<file path="config.mk">
export PLATFORM = sky130hd
export DESIGN_NAME = machine_ctrl
export DESIGN_NICKNAME = d
export VERILOG_FILES = /design/src/rtl/cpu_pkg.sv /design/src/rtl/ctrl_decode.sv /design/src/rtl/machine_ctrl.sv
export SDC_FILE = /design/constraint.sdc
export NUM_CORES = 1
export LEC_CHECK = 0
export CAP_MARGIN = 20
export CORE_MARGIN = 10
export CORE_UTILIZATION = 40
export CTS_CLUSTER_DIAMETER = 40
export DETAILED_ROUTE_END_ITERATION = 7
export PLACE_DENSITY = 0.78
export SLEW_MARGIN = 10
export SYNTH_ARGS = -nofsm -noshare
export SYNTH_HDL_FRONTEND = slang
export SYNTH_SLANG_ARGS = --single-unit
export TNS_END_PERCENT = 1
</file>
<file path="constraint.sdc">
create_clock -name clk -period 1.4 [get_ports clk]
set_input_delay 0.28 -clock clk [delete_from_list [all_inputs] [get_ports clk]]
set_output_delay 0.28 -clock clk [all_outputs]
set_load 0.03 [all_outputs]
</file>
<file path="src/rtl/cpu_pkg.sv">
// Shared CPU definitions: opcode constants, controller state encoding
// and a small opcode-class helper used by the controller and the ALU.
package cpu_pkg;

    localparam logic [2:0] OP_HLT = 3'b000;
    localparam logic [2:0] OP_SKZ = 3'b001;
    localparam logic [2:0] OP_ADD = 3'b010;
    localparam logic [2:0] OP_AND = 3'b011;
    localparam logic [2:0] OP_XOR = 3'b100;
    localparam logic [2:0] OP_LDA = 3'b101;
    localparam logic [2:0] OP_STO = 3'b110;
    localparam logic [2:0] OP_JMP = 3'b111;

    // Eight-phase instruction ring plus a terminal halted state.
    typedef enum logic [3:0] {
        S0     = 4'd0,
        S1     = 4'd1,
        S2     = 4'd2,
        S3     = 4'd3,
        S4     = 4'd4,
        S5     = 4'd5,
        S6     = 4'd6,
        S7     = 4'd7,
        HALTED = 4'd8
    } state_t;

    // Opcodes whose operand is fetched from memory and passed through the ALU.
    function automatic logic is_alu_op(input logic [2:0] op);
        return (op == OP_ADD) || (op == OP_AND) || (op == OP_XOR) || (op == OP_LDA);
    endfunction

endpackage

</file>
<file path="src/rtl/ctrl_decode.sv">
// Combinational output decode for the machine controller: maps the current
// state, the live opcode and the ALU zero flag onto the datapath strobes.
module ctrl_decode
    import cpu_pkg::*;
(
    input  logic [3:0] state,
    input  logic [2:0] opcode,
    input  logic       zero,
    input  logic       ena,
    output logic       inc_pc,
    output logic       load_pc,
    output logic       rd,
    output logic       wr,
    output logic       load_ir,
    output logic       alu_ena,
    output logic       load_acc,
    output logic       datactl_ena,
    output logic       halt
);

    // Strobes decode from state and opcode; a stall forces every strobe low
    // while halt keeps tracking the halted state.
    always_comb begin
        inc_pc      = 1'b0;
        load_pc     = 1'b0;
        rd          = 1'b0;
        wr          = 1'b0;
        load_ir     = 1'b0;
        alu_ena     = 1'b0;
        load_acc    = 1'b0;
        datactl_ena = 1'b0;
        halt        = (state == HALTED);
        if (ena) begin
            case (state)
                S0: begin
                    rd      = 1'b1;
                    load_ir = 1'b1;
                end
                S1: begin
                    rd      = 1'b1;
                    load_ir = 1'b1;
                    inc_pc  = 1'b1;
                end
                S3: begin
                    if (opcode == OP_HLT) begin
                        halt = 1'b1;
                    end else begin
                        inc_pc = 1'b1;
                    end
                end
                S4: begin
                    if (is_alu_op(opcode)) begin
                        rd      = 1'b1;
                        alu_ena = 1'b1;
                    end else if (opcode == OP_JMP) begin
                        load_pc = 1'b1;
                    end else if (opcode == OP_STO) begin
                        datactl_ena = 1'b1;
                    end
                end
                S5: begin
                    if (is_alu_op(opcode)) begin
                        rd       = 1'b1;
                        load_acc = 1'b1;
                    end else if (opcode == OP_JMP) begin
                        load_pc = 1'b1;
                        inc_pc  = 1'b1;
                    end else if (opcode == OP_STO) begin
                        wr          = 1'b1;
                        datactl_ena = 1'b1;
                    end
                end
                S6: begin
                    if (opcode == OP_STO) begin
                        datactl_ena = 1'b1;
                    end
                end
                S7: begin
                    if (opcode == OP_SKZ) begin
                        inc_pc = zero;
                    end
                end
                default: begin
                end
            endcase
        end
    end

endmodule

</file>
<file path="src/rtl/machine_ctrl.sv">
// Machine controller: eight-phase instruction sequencer with a terminal
// halted state and a wrapping count of completed instructions.
module machine_ctrl
    import cpu_pkg::*;
(
    input  logic       clk,
    input  logic       rst,
    input  logic       ena,
    input  logic [2:0] opcode,
    input  logic       zero,
    output logic       inc_pc,
    output logic       load_pc,
    output logic       rd,
    output logic       wr,
    output logic       load_ir,
    output logic       alu_ena,
    output logic       load_acc,
    output logic       datactl_ena,
    output logic       halt,
    output logic [7:0] instr_cnt
);

    state_t     state_q;
    state_t     state_d;
    logic [7:0] cnt_q;

    // State register and instruction counter; the counter steps when the
    // ring leaves S7, i.e. when an instruction completes.
    always_ff @(posedge clk) begin
        if (rst) begin
            state_q <= S0;
            cnt_q   <= 8'h00;
        end else begin
            state_q <= state_d;
            if (ena && (state_q == S7)) begin
                cnt_q <= cnt_q + 8'd1;
            end
        end
    end

    // Next state: hold on stall or when halted, leave the ring on HLT at S3,
    // otherwise advance one phase with S7 wrapping to S0.
    always_comb begin
        state_d = state_q;
        if (ena && (state_q != HALTED)) begin
            if ((state_q == S3) && (opcode == OP_HLT)) begin
                state_d = HALTED;
            end else if (state_q == S7) begin
                state_d = S0;
            end else begin
                state_d = state_t'(state_q + 4'd1);
            end
        end
    end

    ctrl_decode u_decode (
        .state       (state_q),
        .opcode      (opcode),
        .zero        (zero),
        .ena         (ena),
        .inc_pc      (inc_pc),
        .load_pc     (load_pc),
        .rd          (rd),
        .wr          (wr),
        .load_ir     (load_ir),
        .alu_ena     (alu_ena),
        .load_acc    (load_acc),
        .datactl_ena (datactl_ena),
        .halt        (halt)
    );

    assign instr_cnt = cnt_q;

endmodule

</file>
==> results of run 1 <==
[sequential cells by signal, summed over array words and instances (netlist names)]
signal and count:
state_q 4, instr_cnt 8
[routing by layer]
metal	routed length (um)	up-vias	GRT usage (%)	part of all wire (%)
met5	0	-	0	0
met4	57	0	4.01	2.3
met3	141	6	4.70	5.7
met2	1290	25	19.6	52
met1	990	401	13.0	40
li1	-	426	-	-
[per-stage QoR]
step	area [sq um]	worst slack (ns)	util, %
2_1_floorplan	810	-0.0703	-
4_1_cts	1250	-0.312	70.2
3_5_place_dp	1180	-0.538	66.5
3_3_place_gp	1180	-0.494	66.5
6_report	1280	-0.299	71.9
5_1_grt	1280	-0.360	71.9
[power by group through the flow]
stage / clock (mW) / sequential, mW / combinational, mW
floorplan: 0 / 0.361 / 0.0799
global placement: 0 / 0.361 / 0.160
detailed placement: 0 / 0.361 / 0.165
CTS: 0.282 / 0.353 / 0.170
global route: 0.299 / 0.358 / 0.188
finish: 0.276 / 0.356 / 0.175
[layout by cell type, fill, tap and decap left out, types with 3 or more instances in the layout]
cell and count:
buf_4 29, nor2_1 12, nand2_1 9, dfxtp_1 9, dlygate4sd2_1 8, xnor2_1 6
nand3_1 5, inv_1 4, nor3_2 4, a21oi_1 4, buf_6 4, nor3_1 3
and2_1 3, clkbuf_4 3
[layout make-up]
type,instances,share of cell area (%)
Clock buffer,4,2.83
Inverter,5,1.46
Multi-Input combinational cell,78,44.6
Sequential cell,12,19.4
Tap cell,25,2.44
Timing Repair Buffer,45,29.2
[path summary, 6_finish.rpt]
| check | startpoint | endpoint | slack, ns | depth (start not counted) |
|---|---|---|---|---|
| setup / recovery | state_q[0] | datactl_ena | -0.30 | 5 |
| hold / removal | state_q[0] | state_q[0] | 0.51 | 1 |
| setup reg to reg | state_q[0] | state_q[1] | -0.01 | 6 |
| hold reg to reg | state_q[0] | state_q[0] | 0.51 | 1 |
[critical path: cells and delay by family (launching register included)]
kind | cells | cell delay, ns
fa+ha+maj | 1 | 0.18
compound gates | 1 | 0.25
flops | 1 | 0.40
buf+inv | 3 | 0.31
[cell families (layout without fill, tap and decap cells)]
logic type / Yosys count / count (layout) / synth area share, %
flops: 12 / 12 / 30.7
buf+inv: 8 / 54 / 4.15
compound gates: 16 / 16 / 12.5
xor+xnor: 7 / 7 / 7.83
mux: 2 / 2 / 2.56
fa+ha+maj: 5 / 5 / 7.99
simple gates: 48 / 48 / 34.3
[what timing repair did]
item	in CTS	in global routing
resized for setup	26	9
pin swaps	6	2
setup buffers	1	0
endpoints found under the setup margin	24	19
==> flow_summary.yaml, run 1 <==
run_status:
  status: "finished, violations left"
  violations: "setup timing"
clocking:
  clk_pin_slew_worst_paths_ns: 0.07
  cts_tree: "built"
  cts_buffers: 3
  cts.sinks: 12
  htreeDepth: 1
  clk_latency_ns: 0.27
  holdBufCountCts: 0
  clk_path_buf_depth: 2
  cts_root_buf: "clkbuf_4"
power:
  peakVddDrop_uv: 479
  clock_power_share_pct: 34.2
  switching_share_pct: 27.3
  p_sw_mw: 0.220
  power_frac_seq_pct: 44.2
  cellPowerDensity_nw_per_um2: 629
  internal_power_mw: 0.586
  p_comb_share_pct: 21.7
  p_total_mw: 0.806
  p_leak_nw: 0.568
yosys:
  netlist_top_cells_area: "dfxtp_1 31%, ha_1 8.0%, xnor2_1 6.7%"
  synthesis.nets: 110
  syn_area_sq_um: 783
  syn_avg_cell_area_sq_um: 7.99
  ys_seq_area_share_pct: 30.7
  async_reset_ff_share_pct: 0
  yosysMostFrequentCell: "nor2_1"
  synth_common_cells: "13 x nor2_1, 12 x dfxtp_1, 9 x nand2_1"
  synth_edf_count: 0
  synth_flop_cell: "dfxtp_1"
  ys_seq_elements: 12
  yosysTopAreaCell: "dfxtp_1"
  synth_cell_types: 29
  ys.warnings.count: 0
  syn_inst: 98
  synth.top_cell.area_share_pct: 30.7
detailed_routing:
  vias_per_cell: 5.08
  detail_route.first_pass.iterations: 4
  drtIter0Drc: 32
  wire_per_inst_um: 14.7
  drtAntennaViolNets: 0
  drc_errors: 0
  vias: 858
  routed_wl_um: 2480
placed_design:
  post-place-cells: 164
  port-buffer-count: 23
  hpwl_um: 1730
  gp_congestion: 0.921
timing:
  period_needed_ns: 1.70
  setup_viol: 10
  skew_ns: 0.00478
  worst_pin_slew_ns: 0.450
  rsz0062_at_grt: "true"
  period_share_pct: 121
  hold_viol: 0
  fin_hold_ws_ns: 0.510
  max_freq_mhz: 589
  setup-tns-final_ns: -2.22
  fin_ws_ns: -0.299
  final_max_slew_viol_count: 0
  relSlewSlack_pct: 69.9
finish:
  layout.nets: 157
  fillers: 141
  multiInputGateArea_sq_um: 572
  areaGrowthSynthToFinish_pct: 63.6
  layout-drive-gt1-share_pct: 40.3
  antenna_cells: 0
  instances_no_fill: 169
  seq_area_sq_um: 249
critical_path:
  cp-start-kind: "flip-flop"
  cp_slowest_cell: "dfxtp_4"
  crit_path_end_kind: "output pin"
  required_ns: 1.12
  worstPathCellList: "inv_2 > buf_4 > ha_1 > o31a_1 > buf_6"
  crit_type: "reg2out"
  path_max_fanout: 6
  cp.arrival_ns: 1.42
  max_stage_delay_ns: 0.40
global_route:
  grt_max_degree: 14
  grt_usage_pct: 11.7
  antenna_found_initial: 0
  grt_pass1_wl_um: 3960
  grt_pass1_vias: 835
  overflow: 0
floorplan:
  dieHeight_um: 64.3
  die_area_sq_um: 4130
  die_x_um: 64.3
  io_pins: 24
  start_util_pct: 43.9
  core_sq_um: 1780
  row_count: 15
worst_hold_path:
  hold_class: "reg2reg"
job:
  cap_violations: 0
No activity file was read; power rests on OpenSTA's default activity.
==> run 2: changes to the inputs <==
--- a/config.mk
+++ b/config.mk
@@ -11,6 +11,7 @@
 export CTS_CLUSTER_DIAMETER = 40
 export DETAILED_ROUTE_END_ITERATION = 7
 export PLACE_DENSITY = 0.78
+export SETUP_SLACK_MARGIN = 0.3
 export SLEW_MARGIN = 10
 export SYNTH_ARGS = -nofsm -noshare
 export SYNTH_HDL_FRONTEND = slang
==> flow_summary.yaml, run 2 (synthesis results as in run 1) <==
critical_path:
  crit_type: "reg2out"
  rr_endpoint: "state_q[0]"
  reg2reg_depth: 6
  reg2reg_slack_ns: -0.10
  crit_path_end_kind: "output pin"
  rr_startpoint: "state_q[0]"
  cp.arrival_ns: 1.44
  cp-start-kind: "flip-flop"
  required_ns: 1.12
  path_max_fanout: 4
worst_hold_path:
  hp-start: "state_q[0]"
  min_path_cells: 1
  hold_class: "reg2reg"
  hold_path_end: "state_q[0]"
power:
  power_frac_seq_pct: 43.5
  switching_share_pct: 28.5
  p_comb_share_pct: 21.7
  internal_power_mw: 0.584
  clock_power_share_pct: 34.8
  peakVddDrop_uv: 426
  p_total_mw: 0.817
  p_sw_mw: 0.233
  cellPowerDensity_nw_per_um2: 619
  p_leak_nw: 0.586
global_route:
  gr-usage-met3_pct: 4.36
  grt_max_degree: 14
  top_usage_layer: "met2"
  grt_util_met2_pct: 24.3
  use_met1_pct: 12.7
  overflow: 0
  antenna_found_initial: 0
  grt_pass1_vias: 935
  grt_pass1_wl_um: 4280
  grt_usage_pct: 12.5
detailed_routing:
  routed_wl_um: 2580
  vias: 879
  detail_route.first_pass.iterations: 4
  wire_per_inst_um: 15.1
  drc_errors: 0
  vias_per_cell: 5.14
  drtIter0Drc: 14
  drtAntennaViolNets: 0
placed_design:
  post-place-cells: 165
  hpwl_um: 1810
  dpl_cell_area_sq_um: 1200
  gp_congestion: 0.860
  port-buffer-count: 23
timing:
  relSlewSlack_pct: 69.4
  fin_hold_ws_ns: 0.523
  fin_ws_ns: -0.319
  max_freq_mhz: 582
  period_needed_ns: 1.72
  hold_viol: 0
  worst_pin_slew_ns: 0.458
  skew_ns: 0.00577
  final_max_slew_viol_count: 0
  setup_viol: 15
  rsz0062_at_grt: "true"
  period_share_pct: 123
floorplan:
  die_x_um: 64.3
  io_pins: 24
  die_area_sq_um: 4130
  start_util_pct: 43.9
  dieHeight_um: 64.3
  row_count: 15
  core_sq_um: 1780
finish:
  final_cell_mix: "34 x buf_4, 11 x nor2_1, 9 x nand2_1"
  fillers: 126
  layout-drive-gt1-share_pct: 51.4
  antenna_cells: 0
  layout.nets: 159
  final_common_cell: "buf_4"
  multiInputGateArea_sq_um: 598
  fin_area_sq_um: 1320
  areaGrowthSynthToFinish_pct: 68.4
  largest_register_ffs: 8
  seq_area_sq_um: 253
  instances_no_fill: 171
clocking:
  clk_path_buf_depth: 2
  cts.sinks: 12
  cts_root_buf: "clkbuf_4"
  cts_buffers: 3
  holdBufCountCts: 0
  cts_tree: "built"
  clk_pin_slew_worst_paths_ns: 0.08
  clk_latency_ns: 0.28
  htreeDepth: 1
run_status:
  status: "finished, violations left"
  violations: "setup timing"
job:
  cap_violations: 0
## run 2: power groups by stage
| stage | Clock, mW | Combinational (mW) | Sequential (mW) |
|---|---|---|---|
| final | 0.284 | 0.178 | 0.355 |
| after global routing | 0.298 | 0.190 | 0.356 |
| after CTS | 0.296 | 0.171 | 0.355 |
| after detailed placement | 0 | 0.164 | 0.362 |
| after global placement | 0 | 0.156 | 0.361 |
| after floorplan | 0 | 0.0799 | 0.362 |
## run 2: final cells by class
class / instances / share of cell area [%]
Sequential cell: 12 / 19.2
Inverter: 5 / 1.42
Tap cell: 25 / 2.37
Clock buffer: 4 / 2.75
Timing Repair Buffer: 47 / 28.9
Multi-Input combinational cell: 78 / 45.4
## run 2: how the worst max path moves through the flow
stage / from / end / slack (ns) / cells past startpoint
global route: state_q[3] / datactl_ena / -0.37 / 4
CTS: state_q[3] / datactl_ena / -0.35 / 4
floorplan: opcode[2] / inc_pc / -0.07 / 4
global placement: opcode[1] / inc_pc / -0.47 / 6
detailed placement: ena / datactl_ena / -0.57 / 5
finish: state_q[3] / datactl_ena / -0.32 / 4
## run 2: metrics by stage
stage | setup slack, ns | TNS, ns | util [%]
3_5_place_dp | -0.567 | -8.04 | 67.1
2_1_floorplan | -0.0660 | -0.161 | -
5_1_grt | -0.374 | -4.02 | 74.0
4_1_cts | -0.351 | -2.75 | 72.9
3_3_place_gp | -0.470 | -7.01 | 67.1
6_report | -0.319 | -2.88 | 74.0
## run 2: repair_timing
item                                    4_1_cts  5_1_grt
gates cloned                                  0        0
setup buffers                                 2        0
endpoints found under the setup margin       29       23
resized for setup                            80        5
pin swaps                                    12        2
## run 2: per-layer routing
layer	share of wire, %	wire (um)
met5	0	0
met4	0.89	23
met3	5.2	133
met2	56	1440
met1	38	979
## run 2: worst max-delay path, cell delays in order, from the launching register on
cell      delay (ns)
dfxtp_2         0.32
nand3b_1        0.27
nor3_2          0.23
o31a_1          0.19
buf_6           0.14
==> run 3: changes to the inputs <==
--- a/config.mk
+++ b/config.mk
@@ -6,6 +6,7 @@
 export NUM_CORES = 1
 export LEC_CHECK = 0
 export CAP_MARGIN = 20
+export CORE_ASPECT_RATIO = 1.5
 export CORE_MARGIN = 10
 export CORE_UTILIZATION = 40
 export CTS_CLUSTER_DIAMETER = 40
==> flow_summary.yaml, run 3 (synthesis results as in run 1) <==
run_status:
  status: "finished, violations left"
  violations: "setup timing"
floorplan:
  start_util_pct: 42.2
  io_pins: 24
  die_area_sq_um: 4160
  row_count: 19
  dieHeight_um: 74.2
  core_sq_um: 1850
  die_x_um: 56.1
detailed_routing:
  drc_errors: 0
  wire_per_inst_um: 15.3
  routed_wl_um: 2560
  vias: 864
  vias_per_cell: 5.17
  drtAntennaViolNets: 0
  drtIter0Drc: 4
  detail_route.first_pass.iterations: 4
power:
  peakVddDrop_uv: 542
  internal_power_mw: 0.599
  clock_power_share_pct: 33.7
  power_frac_seq_pct: 42.2
  switching_share_pct: 27.8
  p_sw_mw: 0.230
  p_leak_nw: 0.641
  p_comb_share_pct: 24.1
  cellPowerDensity_nw_per_um2: 570
worst_hold_path:
  hold_class: "reg2reg"
timing:
  skew_ns: 0.00220
  final_max_slew_viol_count: 0
  fin_ws_ns: -0.280
  relSlewSlack_pct: 71.0
  period_share_pct: 120
  rsz0062_at_grt: "true"
  max_freq_mhz: 595
  setup_viol: 9
  worst_pin_slew_ns: 0.433
  period_needed_ns: 1.68
  hold_viol: 0
global_route:
  grt_usage_pct: 12.6
  antenna_found_initial: 0
  grt_pass1_wl_um: 4260
  grt_max_degree: 13
  grt_pass1_vias: 965
  overflow: 0
critical_path:
  cp_slowest_cell: "dfxtp_4"
  max_stage_delay_ns: 0.36
  cp-start-kind: "flip-flop"
  cp.arrival_ns: 1.40
  path_max_fanout: 5
  worstPathCellList: "buf_4 > ha_4 > o31a_1 > buf_6"
  cp_top_family: "flip-flops"
  crit_path_end_kind: "output pin"
  required_ns: 1.12
  crit_buf_inv: 2
  crit_type: "reg2out"
placed_design:
  pre_cts_ws_ns: -0.497
  port-buffer-count: 23
  dpl_cell_area_sq_um: 1190
  hpwl_um: 1780
  gp_congestion: 0.825
clocking:
  htreeDepth: 1
  cts.sinks: 12
  holdBufCountCts: 0
  cts_tree: "built"
  cts_buffers: 3
  clk_latency_ns: 0.28
  clk_pin_slew_worst_paths_ns: 0.07
  cts_root_buf: "clkbuf_4"
  clk_path_buf_depth: 2
job:
  cap_violations: 0
finish:
  largest_register_ffs: 8
  layout.nets: 159
  antenna_cells: 0
  areaGrowthSynthToFinish_pct: 85.6
  layout-drive-gt1-share_pct: 58.9
  fin_area_sq_um: 1450
  final_common_cell: "buf_4"
  final_cell_mix: "25 x buf_4, 16 x buf_6, 11 x nor2_1"
==> run 3: cell counts in the layout (fill, tap and decap cells not counted) <==
No cell type changed its count.
==> run 3: final cells by class <==
cell class,instances,area [sq um]
Inverter,5,18.8
Timing Repair Buffer,47,415
Fill cell,130,400
Multi-Input combinational cell,78,697
Tap cell,21,26.3
Clock buffer,4,36.3
Sequential cell,12,260
==> run 3: power groups by stage <==
stage | sequential, mW | clock, mW | combinational [mW]
final | 0.350 | 0.279 | 0.200
after global placement | 0.361 | 0 | 0.160
after detailed placement | 0.361 | 0 | 0.164
after floorplan | 0.362 | 0 | 0.0799
after CTS | 0.352 | 0.289 | 0.168
after global routing | 0.351 | 0.294 | 0.219
==> run 3: metrics by stage <==
step           cells  utilization (%)  hold WS, ns  setup TNS [ns]  power (mW)
3_3_place_gp     161             64.2        0.504           -6.75       0.521
5_1_grt          167             78.4        0.550           -2.66       0.865
6_report         167             78.4        0.533           -2.02       0.829
4_1_cts          166             71.6        0.528           -2.17       0.809
3_5_place_dp     161             64.2        0.509           -6.85       0.525
2_1_floorplan     98                -        0.345          -0.161       0.442
==> run 3: timing repair <==
action,CTS,global route
gates cloned,0,0
setup buffers,1,1
endpoints found under the hold margin,0,0
pin swaps,18,9
gates resized for setup,88,30
endpoints found under the setup margin,29,27
==> run 3: worst paths after layout <==
check                      end  slack, ns  cells past startpoint    startpoint
setup / recovery   datactl_ena      -0.28                      4    state_q[0]
hold / removal    instr_cnt[3]       0.53                      2  instr_cnt[3]
setup reg to reg  instr_cnt[4]       0.03                      6    state_q[3]
hold reg to reg   instr_cnt[3]       0.53                      2  instr_cnt[3]
==> run 3: metal layers <==
layer	track usage [%]	vias up	wire length (um)
met1	12.1	393	932
met4	8.31	0	85
li1	-	433	-
met5	0	-	0
met2	22.4	31	1360
met3	4.26	7	173
==> run 3: worst reg2reg max path: stages, from the launching register on <==
cell and delay (ns):
dfxtp_2 0.32, nand3b_1 0.23, buf_4 0.20, buf_4 0.14, nor3_4 0.17, xnor2_1 0.13, nor2_1 0.05
